--- config.mk ---
export PLATFORM = sky130hd
export DESIGN_NAME = piso_serializer
export DESIGN_NICKNAME = d
export VERILOG_FILES = /design/src/rtl/serdes_pkg.sv /design/src/rtl/piso_serializer_hold_buf.sv /design/src/rtl/piso_serializer.sv
export SDC_FILE = /design/constraint.sdc
export NUM_CORES = 1
export LEC_CHECK = 0
export BUFFER_PORTS_ARGS = -buffer_cell sky130_fd_sc_hd__buf_2
export CORE_ASPECT_RATIO = 1.1
export CORE_MARGIN = 4
export CORE_UTILIZATION = 45
export DETAILED_ROUTE_END_ITERATION = 6
export PLACE_DENSITY = 0.66
export SYNTH_ARGS = -nofsm -noshare
export SYNTH_HDL_FRONTEND = slang
export SYNTH_SLANG_ARGS = --single-unit
--- constraint.sdc ---
create_clock -name clk -period 1.8 [get_ports clk]
set_input_delay 0 -clock clk [delete_from_list [all_inputs] [get_ports clk]]
set_output_delay 0 -clock clk [all_outputs]
set_load 0.01 [all_outputs]
--- src/rtl/serdes_pkg.sv ---
// serdes_pkg: shared types and constants for the serializer path
package serdes_pkg;

    typedef enum logic {
        ST_IDLE  = 1'b0,
        ST_SHIFT = 1'b1
    } state_t;

    localparam int DEFAULT_WIDTH = 10;

    function automatic int cnt_w(input int w);
        return (w > 1) ? $clog2(w) : 1;
    endfunction

endpackage

--- src/rtl/piso_serializer_hold_buf.sv ---
// piso_hold_buf: one-word valid/ready holding register feeding the shifter
module piso_hold_buf
    import serdes_pkg::*;
#(
    parameter int WIDTH = DEFAULT_WIDTH
) (
    input  logic             clk,
    input  logic             reset,
    input  logic             in_valid,
    input  logic [WIDTH-1:0] in_data,
    input  logic             take,
    output logic             in_ready,
    output logic             hold_valid,
    output logic [WIDTH-1:0] hold_reg
);

    assign in_ready = ~hold_valid;

    // release wins: a full buffer never accepts, so take and accept cannot coincide
    always_ff @(posedge clk or posedge reset) begin
        if (reset) begin
            hold_valid <= 1'b0;
            hold_reg   <= '0;
        end else if (take) begin
            hold_valid <= 1'b0;
        end else if (in_valid && !hold_valid) begin
            hold_valid <= 1'b1;
            hold_reg   <= in_data;
        end
    end

endmodule

--- src/rtl/piso_serializer.sv ---
// piso_serializer: parametrised parallel-in/serial-out shifter with gapless word reload
module piso_serializer
    import serdes_pkg::*;
#(
    parameter int WIDTH      = DEFAULT_WIDTH,
    parameter bit LSB_FIRST  = 1'b1,
    parameter bit IDLE_LEVEL = 1'b0
) (
    input  logic             clk,
    input  logic             reset,
    input  logic             bit_en,
    input  logic             in_valid,
    output logic             in_ready,
    input  logic [WIDTH-1:0] in_data,
    output logic             serial_out,
    output logic             serial_valid,
    output logic             frame_start,
    output logic             frame_done,
    output logic             busy
);

    localparam int              CNT_W = cnt_w(WIDTH);
    localparam logic [CNT_W-1:0] LAST = CNT_W'(WIDTH - 1);

    state_t             state, state_nx;
    logic [WIDTH-1:0]   shift_reg, shift_nx, hold_reg;
    logic [CNT_W-1:0]   cnt, cnt_nx;
    logic               hold_valid, done_nx, last, load;

    assign last = cnt == LAST;
    assign load = bit_en & hold_valid & ((state == ST_IDLE) | last);

    piso_hold_buf #(.WIDTH(WIDTH)) u_hold (
        .clk        (clk),
        .reset      (reset),
        .in_valid   (in_valid),
        .in_data    (in_data),
        .take       (load),
        .in_ready   (in_ready),
        .hold_valid (hold_valid),
        .hold_reg   (hold_reg)
    );

    // state register: shifter, bit counter and the frame_done pulse
    always_ff @(posedge clk or posedge reset) begin
        if (reset) begin
            state      <= ST_IDLE;
            shift_reg  <= '0;
            cnt        <= '0;
            frame_done <= 1'b0;
        end else begin
            state      <= state_nx;
            shift_reg  <= shift_nx;
            cnt        <= cnt_nx;
            frame_done <= done_nx;
        end
    end

    // next state: load a held word, shift toward the output end, or retire the frame
    always_comb begin
        state_nx = state;
        shift_nx = shift_reg;
        cnt_nx   = cnt;
        done_nx  = 1'b0;
        if (bit_en) begin
            if (load) begin
                shift_nx = hold_reg;
                cnt_nx   = '0;
                state_nx = ST_SHIFT;
            end else if (state == ST_SHIFT && !last) begin
                shift_nx = LSB_FIRST ? shift_reg >> 1 : shift_reg << 1;
                cnt_nx   = cnt + CNT_W'(1);
            end else if (state == ST_SHIFT) begin
                state_nx = ST_IDLE;
            end
            done_nx = (state == ST_SHIFT) && last;
        end
    end

    // output decode from registers only
    always_comb begin
        serial_valid = state == ST_SHIFT;
        serial_out   = serial_valid ? (LSB_FIRST ? shift_reg[0] : shift_reg[WIDTH-1]) : IDLE_LEVEL;
        frame_start  = serial_valid & (cnt == '0);
        busy         = serial_valid | ~in_ready;
    end

endmodule

==> run summary <==
The synthesized design contains 0 enable-type register cells. The tools report the detailed-route via count as 900. Type of element capturing the critical path: a flop.

The setup slack of the critical path after layout is 0.2531 ns, and the full die area is 3730 sq um. The worst min-delay path class was in -> async. Setup repair after global routing left no endpoint under its margin. The launching point of the worst reg2reg path is cnt[1]$_DFFE_PP0P_. Pin placement for this block handled 20 I/O pins. Cell with the biggest individual delay on the critical path: sky130_fd_sc_hd__dfrtp_1. The post-synthesis cell count was 102; the filler cell count was 219. Clock insertion delay at the later pin of the skew report: 0.33 ns.

The Yosys step of the flow raised 0 warnings. The logs give 0 for the number of hold violations in the final report and 48.91% for the starting utilization of the core area. The number of non-filler instances in the completed layout is 166, and the worst slack at placement is 0.2741 ns. Most instantiated flip-flop cell in the synthesis netlist: sky130_fd_sc_hd__dfrtp_1. Row generation in the floorplan step produced 19 rows.

Detailed placement ended at an HPWL of 1628 um. Data on the critical path is required at its endpoint by 2.02 ns. In this run the register-to-register setup slack is 0.25 ns. Critical path class: reg -> reg.

Measured against its own limit, the worst slew margin works out to 70.38%. The tool flagged a number of max-cap violations equal to 0. Summed over all layers, the routed wires come to 2426 um. The most heavily used metal layer in global routing was met2.

The number of slew-limit violations in the final report was 0; the share of Yosys cell area claimed by the top area cell type was 53.31%. The congestion estimate from routability-driven global placement came to 0.7417. The number of global-route vias before repair was 956; the average cell area after synthesis was 12.43 sq um. In this run the standard cell core region covers 2591 sq um.

The synthesis-stage register bit count came out at 27. The tools report the kind of start point of the critical path as a flop. Counting I/O delays and the setup requirement, the final critical path takes 1.547 ns. In the routed layout, each cell is associated on average with a via count of 5.422. Cell internal power was estimated by the tool at 1.346 mW. VDD sags by at most 990.2 uV.

The signal on the critical path passes through inv_1 > ha_1 > nand3b_4 > a21o_1 > o221a_1. The largest driver fanout on the critical path is 11, and the count of cells resized by post-cts repair is 0. The worst register-to-register path ends at shift_reg[7]$_DFFE_PP0P_. The post-route fraction of the period consumed by the critical path works out to 85.94%. The run gives 52.0% as the part of the power in registers.

Entering global routing, the biggest net connects 28 pins. Global routing consumed, over all layers together, 14.48% of the routing resources. Number of placed instances with taps included: 149.

sky130_fd_sc_hd__dfrtp_1 is the most common cell in the netlist. The global-route wire length before repair was 4167 um; the worst hold margin was 0.2442 ns. The tools report the combinational share of power as 34.7%.

The tree is rooted in a sky130_fd_sc_hd__clkbuf_4. The sink count of the clock tree is 27, and the met1 demand-to-capacity share in global routing is 17.03%. The clock arrives with 0.01060 ns of skew.

The first detailed-routing pass took 4 iterations. 0 antenna diodes ended up in the layout. Data on the critical path arrives at its endpoint at 1.77 ns. For the worst flop-to-flop path, the logic depth is 5.

In the final timing run, aggregate negative setup slack is 0 ns. In this run, distinct cell masters in the synthesized netlist total 27. At the end of the flow the core is filled with cells to 59.49%. The run gives 1 as the H-tree level count. After detailed routing, the average wire length per cell comes to 14.61 um. The floorplan step set the die height to 63.66 um. The area growth from synthesis to layout is 21.62%. The layout cell share with drive strength beyond 1 came out at 28.89%. Setup violations remaining at the end of the flow were counted as 0. The largest area contributor in the synthesized netlist was sky130_fd_sc_hd__dfrtp_1. For this design the static power due to leakage is 0.6780 nW. For the iteration-0 DRC count of the detailed router, the log shows 23.

No sink is reached through more buffers than the 2 on the longest clock path. The clock transition at the registers of the reported paths is 0.15 ns, and the number of antenna violations at the first check in global routing is 0. The switching share of power is 32.65%. For this run, the slowest stage of the critical path takes 0.43 ns. In this run, CTS created clock tree buffers numbering 3. The die outline width is 58.60 um, and the fraction of synthesis flops using an asynchronous set or reset pin is 100.0%. TritonCTS built the clock tree. For this run, global-route usage on met2 was measured as 25.00%. The run finished with clean final reports.

By area the synthesized netlist is led by sky130_fd_sc_hd__dfrtp_1 (53%), sky130_fd_sc_hd__o221a_1 (8.0%), sky130_fd_sc_hd__mux2_2 (7.1%). The register area share after synthesis is 53.31%, and the power density over cell area is 1296 nW/um^2. When the netlist entered floorplanning its net count stood at 119. For the timing-limited maximum frequency, the log shows 0.6464 GHz. The logs give 13.2% for the clock share of power and 2.041% for the met3 demand-to-capacity share in global routing. The post-layout net count came out at 153.

During placement, the flow inserted port buffers numbering 19. After synthesis the cells add up to 1267 sq um. The tools report the total DRC errors in the routed layout as 0. For the pin with the worst max-slew slack, the measured transition is 0.4443 ns. In this run the power spent charging and discharging nets is 0.6525 mW. The run gives 0 as the total overflow reported by the global router.

The commonest cells after synthesis are sky130_fd_sc_hd__dfrtp_1 (27), sky130_fd_sc_hd__inv_1 (9), sky130_fd_sc_hd__nand3b_1 (9), sky130_fd_sc_hd__o221a_1 (9), sky130_fd_sc_hd__mux2_2 (8). For the number of nets with antenna violations after routing, the log shows 0.
==> through the flow <==
stage / cell area [sq um] / total power [mW]
after CTS: 1541 / 2.028
after detailed placement: 1381 / 1.739
after global placement: 1381 / 1.690
after global routing: 1541 / 2.144
after floorplan: 1267 / 1.551
final: 1541 / 1.998
==> routing by layer <==
layer	vias up	part of all wire (%)
met3	2	4.1
met5	-	0
met4	0	0.70
met2	18	51
li1	440	-
met1	440	45
==> how the worst max path moves through the flow <==
stage	start	endpoint	slack, ns	depth (start not counted)
6_report	cnt[1]$_DFFE_PP0P_	shift_reg[7]$_DFFE_PP0P_	0.25	5
5_1_grt	cnt[1]$_DFFE_PP0P_	shift_reg[3]$_DFFE_PP0P_	0.17	5
4_1_cts	cnt[1]$_DFFE_PP0P_	shift_reg[4]$_DFFE_PP0P_	0.25	5
3_5_place_dp	cnt[1]$_DFFE_PP0P_	shift_reg[4]$_DFFE_PP0P_	0.27	5
3_3_place_gp	cnt[1]$_DFFE_PP0P_	shift_reg[6]$_DFFE_PP0P_	0.34	5
2_1_floorplan	cnt[1]$_DFFE_PP0P_	shift_reg[0]$_DFFE_PP0P_	0.37	6
==> power by group through the flow <==
| stage | clock (mW) | combinational [mW] | sequential (mW) |
|---|---|---|---|
| 2_1_floorplan | 0 | 0.555 | 0.996 |
| 3_3_place_gp | 0 | 0.643 | 1.05 |
| 3_5_place_dp | 0 | 0.681 | 1.06 |
| 4_1_cts | 0.279 | 0.706 | 1.04 |
| 5_1_grt | 0.299 | 0.769 | 1.08 |
| 6_report | 0.265 | 0.694 | 1.04 |
==> cells by family after synthesis <==
logic type                 count (synthesis)  synth area share [%]
AOI/OAI and AO/OA                         21                 14.12
muxes                                      9                 7.996
and+or+nand+nor                           27                 15.60
DFF                                       27                 53.31
adders and majority gates                  3                 2.962
buffers and inverters                     15                 6.021
==> final cells by class <==
class | count | area [sq um] | share of cell area (%)
Multi-Input combinational cell | 60 | 515.5 | 33.44
Tap cell | 31 | 38.79 | 2.516
Clock buffer | 3 | 22.52 | 1.461
Inverter | 9 | 33.78 | 2.192
Sequential cell | 27 | 675.6 | 43.83
Timing Repair Buffer | 35 | 247.7 | 16.07
Clock inverter | 1 | 7.507 | 0.4870
==> critical path: cells and delay by family (launching register included) <==
kind | cells | cell delay [ns]
AO/OA/AOI/OAI | 2 | 0.58
adder cells (fa/ha/maj) | 1 | 0.23
buffers and inverters | 1 | 0.11
flip-flops | 1 | 0.43
AND/OR/NAND/NOR | 1 | 0.09
==> timing repair <==
action | 4_1_cts | 5_1_grt
endpoints found under the hold margin | 40 | 0
hold buffers | 13 | 0
buffers inserted | 0 | 0
==> cells in the final DEF (no fill, tap or decap), types with 3 or more instances in the layout <==
master	Yosys	final
sky130_fd_sc_hd__nand3_1	5	5
sky130_fd_sc_hd__dlygate4sd3_1	0	13
sky130_fd_sc_hd__o221a_1	9	9
sky130_fd_sc_hd__ha_1	3	3
sky130_fd_sc_hd__nand3b_1	9	9
sky130_fd_sc_hd__inv_1	9	9
sky130_fd_sc_hd__buf_4	0	3
sky130_fd_sc_hd__nand2_1	3	3
sky130_fd_sc_hd__clkbuf_4	0	3
sky130_fd_sc_hd__o21ai_0	4	4
sky130_fd_sc_hd__buf_2	4	19
sky130_fd_sc_hd__dfrtp_1	27	27
sky130_fd_sc_hd__mux2_2	8	8
(Power assumes the default switching activity.)
